<file path="config.mk">
export PLATFORM = sky130hd
export DESIGN_NAME = onestate_step_counter
export DESIGN_NICKNAME = d
export VERILOG_FILES = /design/src/rtl/onestate_step_counter.sv
export SDC_FILE = /design/constraint.sdc
export NUM_CORES = 1
export LEC_CHECK = 0
export ABC_AREA = 1
export ABC_CLOCK_PERIOD_IN_PS = 2600
export CAP_MARGIN = 10
export CORE_MARGIN = 2
export CORE_UTILIZATION = 45
export CTS_BUF_LIST = sky130_fd_sc_hd__clkbuf_16
export DETAILED_ROUTE_END_ITERATION = 8
export GPL_TIMING_DRIVEN = 0
export PLACE_DENSITY = 0.8
export SLEW_MARGIN = 10
export SYNTH_ARGS = -nofsm -noshare
export SYNTH_HDL_FRONTEND = slang
export SYNTH_SLANG_ARGS = --single-unit
</file>
<file path="constraint.sdc">
create_clock -name clk -period 2.6 [get_ports clk]
set_clock_uncertainty 0.2 [all_clocks]
set_input_delay 0.65 -clock clk [delete_from_list [all_inputs] [get_ports clk]]
set_output_delay 0.65 -clock clk [all_outputs]
set_load 0.01 [all_outputs]
</file>
<file path="src/rtl/onestate_step_counter.sv">
// Single-register step counter under a 3-state FSM (IDLE/RUN/DONE) with load/start/stop.
// Define ONESTATE_SAT_EN to saturate at LIMIT and enter DONE instead of wrapping.
module onestate_step_counter #(
  parameter int WIDTH = 8,
  parameter int STEP  = 1,
  parameter int LIMIT = 2**WIDTH-1,
  parameter int INIT  = 0
) (
  input  logic             clk,
  input  logic             rst,
  input  logic             __in0,
  input  logic             __in1,
  input  logic             __in2,
  input  logic [WIDTH-1:0] __in3,
  output logic [WIDTH-1:0] __out0,
  output logic             __out1,
  output logic             __out2
);

  typedef enum logic [1:0] {
    IDLE = 2'd0,
    RUN  = 2'd1,
    DONE = 2'd2
  } state_t;

  // Arithmetic is done one bit wider so count+STEP never overflows silently.
  localparam logic [WIDTH:0]   LIMIT_X  = (WIDTH+1)'(LIMIT);
  localparam logic [WIDTH:0]   STEP_X   = (WIDTH+1)'(STEP);
  localparam logic [WIDTH:0]   MODULO_X = (WIDTH+1)'(LIMIT + 1);
  localparam logic [WIDTH-1:0] LIMIT_W  = WIDTH'(LIMIT);
  localparam logic [WIDTH-1:0] INIT_W   = WIDTH'(INIT);

  state_t           state_reg, state_next;
  logic [WIDTH-1:0] count_reg, count_next;
  logic             flag_reg, flag_next;

  logic [WIDTH:0]   sum_x;
  logic [WIDTH:0]   wrap_x;
  logic [WIDTH-1:0] load_val;

  assign sum_x    = {1'b0, count_reg} + STEP_X;
  assign wrap_x   = sum_x - MODULO_X;
  assign load_val = ({1'b0, __in3} > LIMIT_X) ? LIMIT_W : __in3;

  always_ff @(posedge clk or negedge rst) begin
    if (!rst) begin
      state_reg <= IDLE;
      count_reg <= INIT_W;
      flag_reg  <= 1'b0;
    end else begin
      state_reg <= state_next;
      count_reg <= count_next;
      flag_reg  <= flag_next;
    end
  end

  always_comb begin
    state_next = state_reg;
    count_next = count_reg;
    flag_next  = 1'b0;

    if (__in2) begin
      count_next = load_val;
      state_next = IDLE;
    end else begin
      case (state_reg)
        IDLE: begin
          if (!__in1 && __in0) begin
            state_next = RUN;
          end
        end
        RUN: begin
          if (__in1) begin
            state_next = IDLE;
          end else if (sum_x <= LIMIT_X) begin
            count_next = sum_x[WIDTH-1:0];
          end else begin
`ifdef ONESTATE_SAT_EN
            count_next = LIMIT_W;
            state_next = DONE;
            flag_next  = 1'b1;
`else
            count_next = wrap_x[WIDTH-1:0];
            flag_next  = 1'b1;
`endif
          end
        end
        DONE: begin
          // Done level persists until a start (or the load above) clears it.
          flag_next = 1'b1;
          if (!__in1 && __in0) begin
            state_next = RUN;
            count_next = '0;
            flag_next  = 1'b0;
          end
        end
        default: begin
          state_next = IDLE;
        end
      endcase
    end
  end

  assign __out0 = count_reg;
  assign __out1 = flag_reg;
  assign __out2 = (state_reg == RUN);

endmodule

</file>
==> results.yml, run 1 <==
placement:
  hpwl_mm: 1.126
  place_area_um2: 867.1
  place_congestion: 0.7841
  port_buffers: 21
synthesis:
  syn_area_um2: 638.1
  synth_seq_area_share_pct: 39.22
  ys_ff_latch: 10
  syn_area_per_cell_um2: 7.507
  syn_inst: 85
  ys_types: 20
  yosys_warnings: 0
  synth_fp_nets: 100
clock_tree:
  clock_sinks: 10
  cts-buffers-inserted: 3
  cts_tree: "done"
  cts.clk_slew.worst_paths_ps: 40
  cts_buffer_depth: 2
  clk_latency_ps: 240
  root_buffer: "clkbuf_16"
  ctsResizeCount: 0
  cts_hold_buffers: 0
  postCtsSetupBuffers: 0
  htreeDepth: 1
detailed_routing:
  vias_per_cell: 5.168
  wl_per_cell_um: 12.10
  drt_wl_total_mm: 1.513
  first_pass_iters: 4
  drc: 0
  ant_nets: 0
  first_iter_violations: 12
  via_count: 646
run_status:
  status: "finished clean"
timing:
  fmax_mhz: 470.3
  period_needed_ps: 2126
  slew_viol_final: 0
  fin_crit_sh_pct: 81.78
  hold_viol: 0
  rsz0062_at_grt: "false"
  fin_tns_setup_ps: 0
  slew_headroom_pct: 67.76
  tightest_slew_ps: 482.1
  setup_viol: 0
floorplan:
  core_area_um2: 1318
  rows: 13
  die-area_um2: 1735
  die_width_um: 41.66
  start_util_pct: 48.43
  die_h_um: 41.66
  pin_count: 23
critical_path:
  cp_slowest_cell: "clkdlybuf4s50_1"
  cpPeakStageDelay_ps: 580
  crit-reg2reg-launch: "__out0[0]"
  critPathTopFamily: "buffers and inverters"
  critPathCaptureType: "output port"
  cp-startpoint: "__out0[3]"
  cp.required_ps: 1750
  crit_type: "flip-flop to output port"
  path_max_fanout: 7
  crit_buf_inv: 1
  critical_path.cell_chain: "clkdlybuf4s50_1"
  cp_data_arrival_time_ps: 1280
  setup.worst_path.start_class: "flip-flop"
layout:
  finalInstanceArea_um2: 945.9
  fillers: 106
  final_common_cell: "nand2_1"
  final_cell_mix: "nand2_1 (27), clkdlybuf4s50_1 (21), inv_1 (11)"
  area_growth_pct: 48.24
  antenna_cells: 0
  final_core_util_pct: 71.79
  drive_gt1_share_pct: 10.00
  largest_register_ffs: 8
  finalNetCount: 126
grt:
  use_met2_pct: 32.50
  grt_pass1_wl_mm: 2.677
  grtUsageTotal_pct: 20.58
  antenna_found_initial: 0
  use_met1_pct: 25.34
  grt_pass1_vias: 625
  gr-usage-met3_pct: 5.217
  grt.overflow.total: 0
  grt-busiest-layer: "met2"
  grt_max_degree: 11
power:
  power_density_nw_per_um2: 622.8
  peakVddDrop_mv: 0.3165
  power_uw: 589.1
  p_leak_nw: 0.4316
hold_path:
  hold_start: "__out0[7]"
  hold_class: "flip-flop to flip-flop"
run:
  drv_cap: 0
-- worst paths after layout --
path                        endpoint  slack (ps)  cells past startpoint
setup reg to reg              __out1         920                      9
hold / removal                __out1         420                      2
max in group asynchronous  __out0[2]        1330                      1
min in group asynchronous  __out0[5]         540                      1
hold reg to reg               __out1         420                      2
setup / recovery           __out0[3]         470                      1
-- per-layer routing --
layer | share of wire [%] | vias up
met1 | 46 | 291
met3 | 5.8 | 5
met2 | 46 | 20
met5 | 0 | -
li1 | - | 330
met4 | 2.6 | 0
-- kinds of logic (layout without fill, tap and decap cells) --
family	after synthesis	after routing	synth area share [%]
AOI/OAI and AO/OA	13	13	15.10
xor gates and xnor gates	1	1	1.373
adders and majority gates	2	2	3.921
buffers and inverters	13	38	7.842
DFF	10	10	39.22
and+or+nand+nor	46	46	32.55
-- tightest hold or removal path, stage by stage (launching register included) --
cell     delay [ps]
dfrtp_1         400
nand4_1         120
a21oi_2          50
-- Yosys cell counts, drive strengths merged --
cell	instances	share of area, %
nand4	3	2.9
o21ai	2	2.2
o22ai	1	0.98
xor2	1	1.4
o211ai	5	5.9
nand3	6	4.7
dfrtp	10	39
nand2	29	18
nor2	8	7.1
buf	1	0.78
ha	2	3.9
o21bai	1	1.2
inv	12	7.1
o221ai	2	2.7
a21oi	2	2.2
-- area by class of cell --
class / instances / area [um^2] / area share [%]
multi-input cells: 62 / 337.8 / 35.71
repair buffers: 21 / 210.2 / 22.22
clock buffers: 3 / 75.07 / 7.937
clock inverters: 1 / 3.754 / 0.3968
well taps: 15 / 18.77 / 1.984
flip-flops and latches: 10 / 250.2 / 26.46
inverters: 12 / 45.04 / 4.762
plain buffers: 1 / 5.005 / 0.5291
-- where the power goes --
group | internal [mW] | total, mW | switching [mW]
Combinational | 0.0620 | 0.121 | 0.0594
Sequential | 0.170 | 0.192 | 0.0215
Clock | 0.202 | 0.276 | 0.0743
Total | 0.434 | 0.589 | 0.155
-- per-stage QoR --
stage | hold slack (ps) | instances | worst slack [ps]
3_5_place_dp | 401.6 | 121 | 506.9
6_report | 415.2 | 125 | 473.8
4_1_cts | 416.7 | 125 | 462.6
3_3_place_gp | 405.0 | 121 | 527.6
5_1_grt | 446.9 | 125 | 422.0
2_1_floorplan | 154.4 | 85 | 1004
Note: power is estimated with default switching activity, not from simulation.
==> run 2: changes to the inputs <==
--- a/config.mk
+++ b/config.mk
@@ -6,14 +6,14 @@
 export NUM_CORES = 1
 export LEC_CHECK = 0
 export ABC_AREA = 1
-export ABC_CLOCK_PERIOD_IN_PS = 2600
+export ABC_CLOCK_PERIOD_IN_PS = 1900
 export CAP_MARGIN = 10
 export CORE_MARGIN = 2
-export CORE_UTILIZATION = 45
+export CORE_UTILIZATION = 38
 export CTS_BUF_LIST = sky130_fd_sc_hd__clkbuf_16
 export DETAILED_ROUTE_END_ITERATION = 8
 export GPL_TIMING_DRIVEN = 0
-export PLACE_DENSITY = 0.8
+export PLACE_DENSITY = 0.72
 export SLEW_MARGIN = 10
 export SYNTH_ARGS = -nofsm -noshare
 export SYNTH_HDL_FRONTEND = slang
==> constraint.sdc (replaced) <==
create_clock -name clk -period 1.9 [get_ports clk]
set_clock_uncertainty 0.2 [all_clocks]
set_input_delay 0.475 -clock clk [delete_from_list [all_inputs] [get_ports clk]]
set_output_delay 0.475 -clock clk [all_outputs]
set_load 0.01 [all_outputs]
==> run 2 against run 1 <==
Compared with the run above:
- non-clock buffer count up 2
- global-route usage fell by 2.1 points
- sequential power is 34% higher
- count of clock-buffer cells in the layout is the same
- combinational power grew 46%
- first-iteration DRC count grew 8.3%
- worst hold slack worse by 41 ps
- clock power is 32% higher
==> results.yml, run 2 (synthesized netlist as in run 1, its figures left out) <==
detailed_routing:
  wl_per_cell_um: 12.38
  via_count: 661
  ant_nets: 0
  drt_wl_total_mm: 1.572
  first_pass_iters: 4
  vias_per_cell: 5.205
  drc: 0
  first_iter_violations: 13
run_status:
  status: "finished clean"
clock_tree:
  cts_tree: "done"
  htreeDepth: 1
  cts.clk_slew.worst_paths_ps: 40
  root_buffer: "clkbuf_16"
  cts_buffer_depth: 2
  cts-buffers-inserted: 3
  clock_sinks: 10
  clk_latency_ps: 240
power:
  power_density_nw_per_um2: 822.4
  peakVddDrop_mv: 0.4722
  p_leak_nw: 0.4661
timing:
  slew_headroom_pct: 67.22
  fmax_mhz: 535.2
  period_needed_ps: 1868
  fin_tns_setup_ps: 0
  hold_viol: 0
  setup_viol: 0
  rsz0062_at_grt: "false"
  slew_viol_final: 0
  fin_crit_sh_pct: 98.33
  tightest_slew_ps: 490.1
  layout_setup_ws_ps: 31.70
layout:
  antenna_cells: 0
  finalNetCount: 128
  largest_register_ffs: 8
  drive_gt1_share_pct: 14.41
  final_common_cell: "nand2_1"
  final_cell_mix: "nand2_1 (27), clkdlybuf4s50_1 (18), inv_1 (11)"
  seq_area_um2: 254.0
  final_core_util_pct: 62.91
  fillers: 139
  area_growth_pct: 51.96
  multiInputGateArea_um2: 337.8
  finalNonFillerCells: 127
placement:
  hpwl_mm: 1.117
  place_congestion: 0.7730
  placed_cells: 122
  pre_cts_ws_ps: 5.571
  port_buffers: 21
floorplan:
  pin_count: 23
  core_area_um2: 1541
  die-area_um2: 2023
  rows: 14
  die_h_um: 44.98
  start_util_pct: 41.40
  die_width_um: 44.98
critical_path:
  cp.required_ps: 1220
  crit_type: "flip-flop to output port"
  crit_buf_inv: 1
  critPathCaptureType: "output port"
  critical_path.cell_chain: "clkdlybuf4s50_1"
  cpPeakStageDelay_ps: 550
  path_max_fanout: 7
  setup.worst_path.start_class: "flip-flop"
  critPathTopFamily: "buffers and inverters"
  cp_slowest_cell: "clkdlybuf4s50_1"
  cp_data_arrival_time_ps: 1190
run:
  drv_cap: 0
grt:
  grt_pass1_wl_mm: 2.649
  grtUsageTotal_pct: 18.44
  grt_max_degree: 11
  grt_pass1_vias: 661
  antenna_found_initial: 0
  grt.overflow.total: 0
hold_path:
  hold_class: "input port to asynchronous set/reset pin"
==> run 2: through the flow <==
stage | instance area (um^2) | total power, mW | hold slack (ps)
6_report | 969.7 | 0.7974 | 374.4
5_1_grt | 969.7 | 0.8461 | 413.1
4_1_cts | 962.2 | 0.8103 | 388.8
3_5_place_dp | 868.3 | 0.4302 | 412.3
3_3_place_gp | 868.3 | 0.4273 | 398.2
2_1_floorplan | 638.1 | 0.3452 | -20.59
==> run 2: power breakdown <==
group,total [mW],leakage (nW),internal (mW),switching (mW)
Combinational,0.177,0.309,0.0892,0.0879
Sequential,0.258,0.120,0.234,0.0233
Clock,0.363,0.0370,0.272,0.0905
==> run 2: area by class of cell <==
cell class	count	share of cell area, %
Tap cell	16	2.065
Clock buffer	3	7.742
Inverter	12	4.645
Sequential cell	10	26.19
Multi-Input combinational cell	62	34.84
Timing Repair Buffer	23	24.00
Buffer	1	0.5161
==> run 2: final timing paths <==
path                           start        end  slack (ps)  cells past startpoint
max reg2reg                __out0[0]     __out1         200                      9
min                              rst  __out0[4]         370                      1
min reg2reg                __out0[6]  __out0[6]         400                      2
max                        __out0[2]  __out0[2]          30                      1
max in group asynchronous        rst  __out0[6]         760                      1
min in group clk           __out0[6]  __out0[6]         400                      2
==> run 2: timing repair <==
action                                  4_1_cts  5_1_grt
endpoints found under the setup margin        5        3
gates resized for setup                       3        3
endpoints found under the hold margin         0        0
hold buffers                                  0        0
buffers inserted                              2        0
==> run 2: per-layer routing <==
metal / global-route usage (%) / part of all wire [%] / wire length (um)
met1: 20.80 / 45 / 702
met2: 30.86 / 47 / 737
met4: 12.35 / 2.4 / 38
met5: 0 / 0 / 0
met3: 4.000 / 6.0 / 94
==> run 3: changes to the inputs <==
--- a/config.mk
+++ b/config.mk
@@ -8,9 +8,9 @@
 export ABC_AREA = 1
 export ABC_CLOCK_PERIOD_IN_PS = 1900
 export CAP_MARGIN = 10
-export CORE_MARGIN = 2
 export CORE_UTILIZATION = 38
 export CTS_BUF_LIST = sky130_fd_sc_hd__clkbuf_16
+export CTS_CLUSTER_SIZE = 40
 export DETAILED_ROUTE_END_ITERATION = 8
 export GPL_TIMING_DRIVEN = 0
 export PLACE_DENSITY = 0.72
==> run 3 against run 2 <==
Compared with the run above:
- sequential share of layout area fell by 0.095 points
- core utilization fell by 0.081 points
- global-route usage increased by 1.4 points
- fmax hardly changed
- cell count up 0.79%
- sequential power about the same
- combinational power barely moved
==> results.yml, run 3 (synthesized netlist as in run 1, its figures left out) <==
run_status:
  status: "finished clean"
layout:
  finalNonFillerCells: 128
  area_growth_pct: 51.76
  finalInstanceArea_um2: 968.4
  final_cell_mix: "nand2_1 (27), clkdlybuf4s50_1 (18), inv_1 (11)"
  largest_register_ffs: 8
  antenna_cells: 0
  drive_gt1_share_pct: 13.39
  final_core_util_pct: 62.82
  finalNetCount: 128
  final_common_cell: "nand2_1"
timing:
  period_needed_ps: 1870
  fmax_mhz: 534.8
  slew_headroom_pct: 68.34
  layout_setup_ws_ps: 30.26
  rsz0062_at_grt: "false"
  hold_viol: 0
  setup_viol: 0
  tightest_slew_ps: 473.4
  slew_viol_final: 0
  fin_crit_sh_pct: 98.41
power:
  p_leak_nw: 0.4597
  peakVddDrop_mv: 0.5348
  power_density_nw_per_um2: 836.3
floorplan:
  die-area_um2: 1847
  die_width_um: 42.98
  rows: 14
  core_area_um2: 1541
  die_h_um: 42.98
  pin_count: 23
  start_util_pct: 41.40
detailed_routing:
  first_pass_iters: 4
  drt_wl_total_mm: 1.508
  via_count: 662
  wl_per_cell_um: 11.78
  vias_per_cell: 5.172
  first_iter_violations: 12
  ant_nets: 0
  drc: 0
clock_tree:
  cts.clk_slew.worst_paths_ps: 40
  clk_latency_ps: 240
  clock_sinks: 10
  cts_tree: "done"
  cts_buffer_depth: 2
  htreeDepth: 1
  cts-buffers-inserted: 3
  root_buffer: "clkbuf_16"
placement:
  hpwl_mm: 1.089
  port_buffers: 21
  place_area_um2: 868.3
  place_congestion: 0.7454
  pre_cts_ws_ps: -0.8852
  placed_cells: 122
grt:
  grt_pass1_wl_mm: 2.670
  grt_pass1_vias: 612
  grtUsageTotal_pct: 19.81
  grt_max_degree: 11
  grt.overflow.total: 0
  antenna_found_initial: 0
critical_path:
  cpPeakStageDelay_ps: 550
  crit_type: "flip-flop to output port"
  crit_buf_inv: 1
  critPathTopFamily: "buffers and inverters"
  cp.required_ps: 1220
  critical_path.cell_chain: "clkdlybuf4s50_1"
  cp_data_arrival_time_ps: 1190
  critPathCaptureType: "output port"
  setup.worst_path.start_class: "flip-flop"
  path_max_fanout: 7
  cp_slowest_cell: "clkdlybuf4s50_1"
run:
  drv_cap: 0
hold_path:
  hold_class: "input port to asynchronous set/reset pin"
[run 3: cell types whose count changed in the layout (fill, tap and decap cells not counted)]
cell | previous run | this run
dlygate4sd2_1 | 0 | 1
clkinv_1 | 0 | 1
dfrtp_2 | 3 | 2
dfrtp_1 | 7 | 8
dlymetal6s2s_1 | 3 | 2
[run 3: what timing repair did]
action,4_1_cts,5_1_grt
buffers inserted,2,0
setup endpoints to repair,5,2
hold buffers,0,0
gates resized for setup,3,2
hold endpoints to repair,0,0
[run 3: per-layer routing]
layer	track usage, %	up-vias	share of wire, %
met5	0	-	0
met2	29.39	23	45
met3	4.255	6	5.5
met4	10.91	0	2.5
li1	-	335	-
met1	26.68	298	46
[run 3: stage by stage]
step / hold WS [ps] / total power [mW] / TNS, ps
after floorplan: -20.59 / 0.3452 / 0
after global routing: 409.7 / 0.8484 / 0
after CTS: 388.9 / 0.8171 / 0
after global placement: 394.8 / 0.4268 / 0
after detailed placement: 398.1 / 0.4303 / -0.8852
final: 364.7 / 0.8099 / 0
[run 3: final cells by class]
cell class / count / area (um^2)
Sequential cell: 10 / 252.7
Buffer: 1 / 5.005
Clock inverter: 1 / 3.754
Timing Repair Buffer: 23 / 229.0
Fill cell: 138 / 573.1
Multi-Input combinational cell: 62 / 337.8
Inverter: 12 / 45.04
Tap cell: 16 / 20.02
Clock buffer: 3 / 75.07
[run 3: where the power goes]
group	internal, mW	switching, mW	total (mW)
Sequential	0.234	0.0234	0.257
Clock	0.276	0.102	0.378
Combinational	0.0880	0.0868	0.175
[run 3: worst paths after layout]
kind,from,cells after the start,end,slack (ps)
worst min-delay path,rst,1,__out0[4],360
worst min register to register,__out0[7],2,__out1,400
min in group clk,__out0[7],2,__out1,400
worst max-delay path,__out0[2],1,__out0[2],30
max in group asynchronous,rst,1,__out0[2],790
worst max register to register,__out0[1],9,__out1,210
